`config.mk`:
```
export PLATFORM = sky130hd
export DESIGN_NAME = instr_sequencer
export DESIGN_NICKNAME = d
export VERILOG_FILES = /design/src/rtl/instr_sequencer.sv
export SDC_FILE = /design/constraint.sdc
export NUM_CORES = 1
export LEC_CHECK = 0
export CAP_MARGIN = 20
export CORE_ASPECT_RATIO = 0.7
export CORE_MARGIN = 2
export CORE_UTILIZATION = 45
export DETAILED_ROUTE_END_ITERATION = 12
export PLACE_DENSITY = 0.86
export SLEW_MARGIN = 20
export SYNTH_ARGS = -nofsm -noshare
export SYNTH_HDL_FRONTEND = slang
export SYNTH_SLANG_ARGS = --single-unit
```
`constraint.sdc`:
```
create_clock -name clk -period 4.9 [get_ports clk]
set_input_delay 0.49 -clock clk [delete_from_list [all_inputs] [get_ports clk]]
set_output_delay 0.49 -clock clk [all_outputs]
set_load 0.01 [all_outputs]
```
`src/rtl/instr_sequencer.sv`:
```
// Fetch/decode/execute sequencer: walks a synchronous instruction ROM and
// turns each 16-bit word into the register-file/ALU control bundle.
module instr_sequencer #(
    parameter int ADDR_W = 8
) (
    input  logic              clk,
    input  logic              rst,
    input  logic              start,
    output logic [ADDR_W-1:0] instr_addr,
    input  logic [15:0]       instr_data,
    output logic [15:0]       R_en,
    output logic [3:0]        R_src,
    output logic [3:0]        R_dest,
    output logic              R_or_I,
    output logic [15:0]       imm,
    output logic [7:0]        ALU_op,
    output logic              Flag_en,
    output logic              busy,
    output logic              done
);

    typedef enum logic [1:0] {IDLE, FETCH, DECODE, EXECUTE} state_t;

    localparam logic [15:0] IR_NOP = 16'hE000;

    state_t            state, stateNext;
    logic [ADDR_W-1:0] pc;
    logic [15:0]       ir;
    logic [3:0]        op;
    logic              isHalt;
    logic [15:0]       decEn;
    logic              decFlag;

    assign op         = ir[15:12];
    assign isHalt     = (op == 4'hF);
    assign instr_addr = pc;

    always_ff @(posedge clk or negedge rst) begin
        if (!rst) state <= IDLE;
        else      state <= stateNext;
    end

    // pc only moves on start or when leaving EXECUTE, so the ROM address is
    // stable across FETCH and DECODE.
    always_ff @(posedge clk or negedge rst) begin
        if (!rst) begin
            pc   <= '0;
            ir   <= IR_NOP;
            done <= 1'b0;
        end else begin
            done <= (state == EXECUTE) && isHalt;
            case (state)
                IDLE:    if (start) pc <= '0;
                DECODE:  ir <= instr_data;
                EXECUTE: if (!isHalt) pc <= pc + 1'b1;
                default: ;
            endcase
        end
    end

    always_comb begin
        stateNext = state;
        busy      = 1'b0;
        R_en      = '0;
        Flag_en   = 1'b0;
        case (state)
            IDLE:    if (start) stateNext = FETCH;
            FETCH: begin
                busy      = 1'b1;
                stateNext = DECODE;
            end
            DECODE: begin
                busy      = 1'b1;
                stateNext = EXECUTE;
            end
            EXECUTE: begin
                busy      = 1'b1;
                R_en      = decEn;
                Flag_en   = decFlag;
                stateNext = isHalt ? IDLE : FETCH;
            end
            default: stateNext = IDLE;
        endcase
    end

    // Mux selects come straight from IR so they hold between instructions
    // and are settled for the whole EXECUTE cycle.
    always_comb begin
        R_src   = ir[3:0];
        R_dest  = ir[11:8];
        R_or_I  = 1'b0;
        imm     = '0;
        ALU_op  = '0;
        decEn   = '0;
        decFlag = 1'b0;
        if (op == 4'h0) begin
            ALU_op  = {4'h0, ir[7:4]};
            decFlag = 1'b1;
            decEn   = (ir[7:4] == 4'hB) ? 16'h0000 : (16'h0001 << ir[11:8]);
        end else if (op <= 4'hD) begin
            R_or_I  = 1'b1;
            imm     = {{8{ir[7]}}, ir[7:0]};
            ALU_op  = {op, 4'h0};
            decFlag = 1'b1;
            decEn   = 16'h0001 << ir[11:8];
        end
    end

endmodule

```
==> impl_results.md, run 1 <==
* Relative max-transition margin at 48.1%
* Actual slew at the worst max-slew pin at 0.773 ns
* GP Congestion at 0.804
* Seq/Total Area, Yosys at 38.9%
* Fin. max-slew vios at 0
* Maximum VDD drop at 0.432 mV
* DP Cell Count at 286
* GRT overflow at 0
* H-tree levels at 1
* Synth-to-Final Area Change at 41.7%
* TNS Setup at 0 ns
* WL final at 4.29 mm
* RSZ-0062 raised after global routing: no
* Share of cells above drive strength 1 at 10.8%
* Initial drt markers at 164
* Mean Syn Cell Area at 9.55 um^2
* R2r startpoint: state[0]$_DFFE_PN0P_
* Register bit count reported by yosys at 27
* Count of cell types in the netlist at 39
* Arrival @ worst endpoint at 2.73 ns
* Core Area at 3630 um^2
* Longest Clk Path Bufs at 2
* Final net count at 265
* Net Count, Synth at 207
* Design Power at 1.58 mW
* Worst Setup EP: R_en[8]
* Row count at 18
* Final Cycle Share at 65.8%
* Cells after Synth at 183
* Cell taking the most area after synthesis: dfrtp_1
* Die W at 78.5 um
* Crit. End Element: primary output
* Vias in the first global route at 1,411
* Setup crit start: ir[12]$_DFFE_PN0N_
* Clock sinks at 27
* # hold bufs at CTS at 0
* Final setup vio count at 0
* Cell Chain, Critical Path: or4_4 -> nor4_4 -> nor3_1 -> clkdlybuf4s50_1
* I/O Buffers at 78
* CP Data Required Time at 4.41 ns
* Fill cells at 306
* R2R depth at 3
* Non-Filler Instances at 290
* Element type at the critical path start: register
* Hold Crit Class: reg2reg
* WP depth at 4
* Vias at 1,563
* Synthesized area at 1750 um^2
* Final hold violations at 0
* CTS tree: yes
* Largest net degree at the start of global routing at 28
* Initial antenna violation count at 0
* Die ar. at 4410 um^2
* Setup slack, reg-to-reg at 2.87 ns
* Via density at 5.39
* Reg clk slew, reported paths at 0.10 ns
* Post-route cell area at 2480 um^2
* Initial Utilization at 48.2%
* Top-area cell type share of the netlist area at 34.4%
* ANT nets after route at 0
* Number of setup buffers added after CTS at 0
* Worst setup path class: reg2out
* Global-route usage over all layers at 20.1%
* Post-layout min period at 3.22 ns
* Clock Latency Late Sink at 0.29 ns
* Outcome: complete, no violations
* Slowest stage cell, crit path: nor4_4
* CTS resizes at 0
* FF-to-FF End: instr_addr[6]$_DFFE_PN0P_
* Max Cap Violations at 0
* Clk_skew at 0.0101 ns
* First-pass GRT wire length at 7.04 mm
* Critical Path Max Stage Delay at 0.68 ns
* Max Fclk at 0.310 GHz
* Worst-path fanout max at 16
* DP Area at 2430 um^2
* N_diodes at 0
* CP top delay family: simple AND/OR/NAND/NOR gates
* Io pins at 79
* Multi-input logic area at 877 um^2
* Die height at 56.1 um
* FF/Latch Area at 679 um^2
* Buf/Inv on CP at 1
* Pwr Density at 639 nW/um^2
* HPWL after detailed placement at 3.12 mm
* Top area cells in the synthesized netlist: dfrtp_1 (34%), mux2_2 (9.7%), buf_4 (6.9%), dfstp_2 (4.5%), nor3_1 (3.7%)
* DRC Markers at 0
* CTS root buffer: clkbuf_8
* CTS buffer count at 3
* Leakage at 0.962 nW
* DRT Pass-1 Iters at 4
* Syn. warnings at 0
* Post-DR wirelength/cell at 14.8 um
[cells in the mapped netlist]
library cell and n:
o311ai_1 2, mux2i_1 2, a221o_1 1, nor4_1 6, and3_1 9, inv_1 5, buf_4 16, nor3b_1 1
a32oi_1 1, o21ai_0 3, nor4_4 1, or4_4 1, a21o_1 1, dfrtp_1 24, a21boi_0 3, and4_1 1
o311ai_0 1, nor2_1 3, or2_2 1, nor3_1 13, nand3_1 9, and2_1 6, nand3b_1 2, ha_1 5
nand2b_1 5, dfstp_2 3, clkbuf_1 7, o211ai_1 3, nor2b_1 2, buf_6 2, nand4b_1 2, mux2_2 15
buf_1 1, a41o_1 1, nand4_1 5, a21oi_1 1, a41oi_1 1, nand2_1 17, o311a_1 1
[kinds of logic after synthesis]
group | after synthesis | synth area share (%)
muxes | 17 | 10.8
and+or+nand+nor | 84 | 27.4
buffers and inverters | 31 | 11.0
DFF | 27 | 38.9
AOI/OAI and AO/OA | 19 | 8.38
adders and majority gates | 5 | 3.58
[layer usage]
| layer | GRT usage (%) | part of all wire [%] | up-vias |
|---|---|---|---|
| li1 | - | - | 771 |
| met4 | 5.76 | 1.0 | 0 |
| met3 | 6.33 | 7.6 | 5 |
| met5 | 0 | 0 | - |
| met1 | 27.9 | 47 | 730 |
| met2 | 30.3 | 44 | 57 |
[cells in the final DEF (no fill, tap or decap), drive strengths merged, types with 2 or more instances in the layout]
| cell type | n |
|---|---|
| mux2i | 2 |
| clkdlybuf4s50 | 78 |
| nand4b | 2 |
| dfrtp | 24 |
| mux2 | 15 |
| clkbuf | 3 |
| nor3 | 13 |
| o21ai | 3 |
| nor2b | 2 |
| nand4 | 5 |
| inv | 6 |
| a21boi | 3 |
| ha | 5 |
| nor2 | 3 |
| o311ai | 3 |
| dfstp | 3 |
| nand3b | 2 |
| nor4 | 7 |
| nand2 | 17 |
| and3 | 9 |
| nand3 | 9 |
| and2 | 6 |
| o211ai | 3 |
| nand2b | 5 |
[sequential cells by signal, indices dropped and copies added, names as in the netlist]
signal,flops
instr_addr,8
done,1
state,2
ir,16
[area by class of cell]
class / instances / area share [%]
multi-input combinational: 125 / 35.4
timing repair buffer: 79 / 31.8
sequential: 27 / 27.4
tap: 50 / 2.53
clock buffer: 3 / 1.67
inverter: 5 / 0.758
clock inverter: 1 / 0.354
[stage by stage]
stage                     hold slack [ns]  setup slack [ns]  utilization [%]
after floorplan                     0.194              2.75                -
after global placement              0.510              2.10             66.9
after detailed placement            0.519              2.02             66.9
after CTS                           0.547              1.69             68.3
after global routing                0.575              1.49             68.3
final                               0.548              1.68             68.3
[where the power goes]
part	switching, mW	total [mW]	internal (mW)
combinational	0.433	0.978	0.545
sequential	0.135	0.466	0.332
clock	0.0782	0.138	0.0599
total	0.646	1.58	0.937
[worst min path at each step]
stage	depth (start not counted)	slack, ns	start	endpoint
after detailed placement	1	0.52	ir[2]$_DFFE_PN0N_	ir[2]$_DFFE_PN0N_
after global placement	1	0.51	ir[2]$_DFFE_PN0N_	ir[2]$_DFFE_PN0N_
after CTS	1	0.55	state[0]$_DFFE_PN0P_	state[0]$_DFFE_PN0P_
final	1	0.55	ir[2]$_DFFE_PN0N_	ir[2]$_DFFE_PN0N_
after global routing	1	0.58	ir[3]$_DFFE_PN0N_	ir[3]$_DFFE_PN0N_
after floorplan	0	0.19	rst	done$_DFF_PN0_
Note: power is estimated with default switching activity, not from simulation.
==> run 2: changes to the inputs <==
--- a/config.mk
+++ b/config.mk
@@ -8,9 +8,9 @@
 export CAP_MARGIN = 20
 export CORE_ASPECT_RATIO = 0.7
 export CORE_MARGIN = 2
-export CORE_UTILIZATION = 45
+export CORE_UTILIZATION = 42
 export DETAILED_ROUTE_END_ITERATION = 12
-export PLACE_DENSITY = 0.86
+export PLACE_DENSITY = 0.81
 export SLEW_MARGIN = 20
 export SYNTH_ARGS = -nofsm -noshare
 export SYNTH_HDL_FRONTEND = slang
==> constraint.sdc (replaced) <==
create_clock -name clk -period 3.29 [get_ports clk]
set_input_delay 0.329 -clock clk [delete_from_list [all_inputs] [get_ports clk]]
set_output_delay 0.329 -clock clk [all_outputs]
set_load 0.01 [all_outputs]
==> run 2 against run 1 <==
Setup slack got worse by 1.4 ns. Clock skew is essentially flat. Global-route usage shrank 1.5 points. Final cell count grew 1.0%. Utilization shrank 5.3 points. Sequential power increased by 51%. Worst hold slack got worse by 0.13 ns. Wire length rose by 1.9%. First-iteration DRC count fell by 13%.
==> impl_results.md, run 2 (synthesis gave the netlist of run 1 again) <==
* Outcome: complete, no violations (unchanged)
* Seq pwr share at 29.7% (was 29.5%)
* Combinational group share of total power at 61.9% (was 61.8%)
* Final setup vio count at 0 (unchanged)
* WL final at 4.37 mm (was 4.29 mm)
* Max reg flops at 16 (unchanged)
* CTS tree: yes (unchanged)
* # hold bufs at CTS at 0 (unchanged)
* Longest Clk Path Bufs at 2 (unchanged)
* Element type at the critical path start: register (unchanged)
* R2R depth at 5 (was 3)
* Post-route cell area at 2480 um^2 (about the same)
* Worst setup margin at 0.264 ns (was 1.68 ns)
* Leakage at 0.962 nW (about the same)
* Max Cap Violations at 0 (unchanged)
* Maximum VDD drop at 0.618 mV (was 0.432 mV)
* Die ar. at 4700 um^2 (was 4410 um^2)
* FF-to-FF End: instr_addr[0]$_DFFE_PN0P_ (was instr_addr[6]$_DFFE_PN0P_)
* Non-Filler Instances at 293 (was 290)
* N_diodes at 0 (unchanged)
* Sw power at 0.961 mW (was 0.646 mW)
* R2r startpoint: state[0]$_DFFE_PN0P_ (unchanged)
* Vias at 1,609 (was 1,563)
* Initial antenna violation count at 0 (unchanged)
* Post-layout min period at 3.03 ns
* Worst-path fanout max at 16 (unchanged)
* CP Data Required Time at 2.96 ns (was 4.41 ns)
* Number of setup buffers added after CTS at 0 (unchanged)
* Synth-to-Final Area Change at 42.2% (was 41.7%)
* Row count at 19 (was 18)
* Fin. max-slew vios at 0 (unchanged)
* HPWL after detailed placement at 3.29 mm (was 3.12 mm)
* CTS root buffer: clkbuf_8 (unchanged)
* Sw Share at 40.7% (was 40.8%)
* Final Cycle Share at 92.0%
* Hold Slack at 0.414 ns (was 0.548 ns)
* Arrival @ worst endpoint at 2.70 ns (was 2.73 ns)
* Most frequent cells in the layout: clkdlybuf4s50_1 (78), dfrtp_1 (24), nand2_1 (17) (unchanged)
* First-pass GRT wire length at 6.84 mm (was 7.04 mm)
* Place WS at 0.583 ns (was 2.02 ns)
* Most flops, register: ir (unchanged)
* ANT nets after route at 0 (unchanged)
* TNS Setup at 0 ns (unchanged)
* Pwr Density at 950 nW/um^2 (was 639 nW/um^2)
* Largest net degree at the start of global routing at 28 (unchanged)
* DRC Markers at 0 (unchanged)
* H-tree levels at 1 (unchanged)
* Via density at 5.49 (was 5.39)
* Die height at 58.0 um (was 56.1 um)
* Clock Latency Late Sink at 0.28 ns (was 0.29 ns)
* GP Congestion at 0.841 (was 0.804)
* Core Area at 3950 um^2 (was 3630 um^2)
* Clk_skew at 0.00974 ns (was 0.0101 ns)
* Design Power at 2.36 mW (was 1.58 mW)
* Wire length on met2 at 2.06 mm (was 1.90 mm)
* Reg clk slew, reported paths at 0.10 ns (about the same)
* RSZ-0062 raised after global routing: no (unchanged)
* GRT overflow at 0 (unchanged)
* Initial Utilization at 44.3% (was 48.2%)
* Met1 wire length at 1.97 mm (was 2.01 mm)
* Global-route usage over all layers at 18.6% (was 20.1%)
* Leading cell type in the layout, fill and taps excluded: clkdlybuf4s50_1 (unchanged)
* DR top layer: met4 (unchanged)
* Worst setup path class: reg2out (unchanged)
* Setup slack, reg-to-reg at 1.51 ns (was 2.87 ns)
* DP Cell Count at 289 (was 286)
* Hold Crit Class: in2async (was reg2reg)
* Core Util, Final at 63.0% (was 68.3%)
* Final hold violations at 0 (unchanged)
* Actual slew at the worst max-slew pin at 0.782 ns (was 0.773 ns)
* Io pins at 79 (unchanged)
* DRT Pass-1 Iters at 5 (was 4)
* Clock sinks at 27 (unchanged)
* Relative max-transition margin at 47.5% (was 48.1%)
* I/O Buffers at 78 (unchanged)
* Met3 wire len at 320 um (was 326 um)
* Max Fclk at 0.330 GHz
* Clk pwr share at 8.3% (was 8.7%)
* Post-DR wirelength/cell at 14.9 um (was 14.8 um)
* Initial drt markers at 143 (was 164)
* Die W at 81.1 um (was 78.5 um)
* Vias in the first global route at 1,483 (was 1,411)
* Power Internal at 1.40 mW (was 0.937 mW)
* Crit. End Element: primary output (unchanged)
* Final net count at 266 (was 265)
* DP Area at 2440 um^2 (was 2430 um^2)
* CTS resizes at 0 (unchanged)
* CTS buffer count at 3 (unchanged)
* Share of cells above drive strength 1 at 11.2% (was 10.8%)
-- run 2: worst max-delay path by stage --
stage / startpoint / to / slack (ns)
after floorplan: state[0]$_DFFE_PN0P_ / R_en[0] / 1.30
after global placement: ir[12]$_DFFE_PN0N_ / R_en[5] / 0.64
after detailed placement: ir[12]$_DFFE_PN0N_ / R_en[8] / 0.58
after CTS: ir[12]$_DFFE_PN0N_ / R_en[8] / 0.26
after global routing: ir[12]$_DFFE_PN0N_ / R_en[10] / 0.13
final: ir[12]$_DFFE_PN0N_ / R_en[7] / 0.26
-- run 2: worst max-delay path: stages, from the launching register on --
cell and delay, ns:
dfrtp_1 0.44, or4_4 0.63, nor4_4 0.69, nor3_1 0.14, clkdlybuf4s50_1 0.51
-- run 2: layer usage --
metal  GRT usage (%)  up-vias
li1                -      770
met1            25.7      784
met2            29.8       53
met3            4.83        2
met4            3.87        0
met5               0        -
-- run 2: final cells by class --
cell class	instances	area, um^2
inverter	5	18.8
fill	357	1460
clock inverter	1	7.51
multi-input combinational	125	877
tap	52	65.1
timing repair buffer	80	796
clock buffer	3	41.3
sequential	27	679
-- run 2: power by group through the flow --
| stage | sequential [mW] | combinational (mW) | clock [mW] |
|---|---|---|---|
| 3_3_place_gp | 0.691 | 1.44 | 0 |
| 4_1_cts | 0.697 | 1.48 | 0.201 |
| 2_1_floorplan | 0.654 | 0.924 | 0 |
| 3_5_place_dp | 0.703 | 1.47 | 0 |
| 5_1_grt | 0.730 | 1.58 | 0.212 |
| 6_report | 0.702 | 1.46 | 0.197 |
==> run 3: changes to the inputs <==
--- a/config.mk
+++ b/config.mk
@@ -5,10 +5,10 @@
 export SDC_FILE = /design/constraint.sdc
 export NUM_CORES = 1
 export LEC_CHECK = 0
-export CAP_MARGIN = 20
 export CORE_ASPECT_RATIO = 0.7
 export CORE_MARGIN = 2
 export CORE_UTILIZATION = 42
+export CTS_CLUSTER_DIAMETER = 150
 export DETAILED_ROUTE_END_ITERATION = 12
 export PLACE_DENSITY = 0.81
 export SLEW_MARGIN = 20
==> results of run 3 <==
Same layout as run 2: the final DEF is identical, and so are final timing and power.
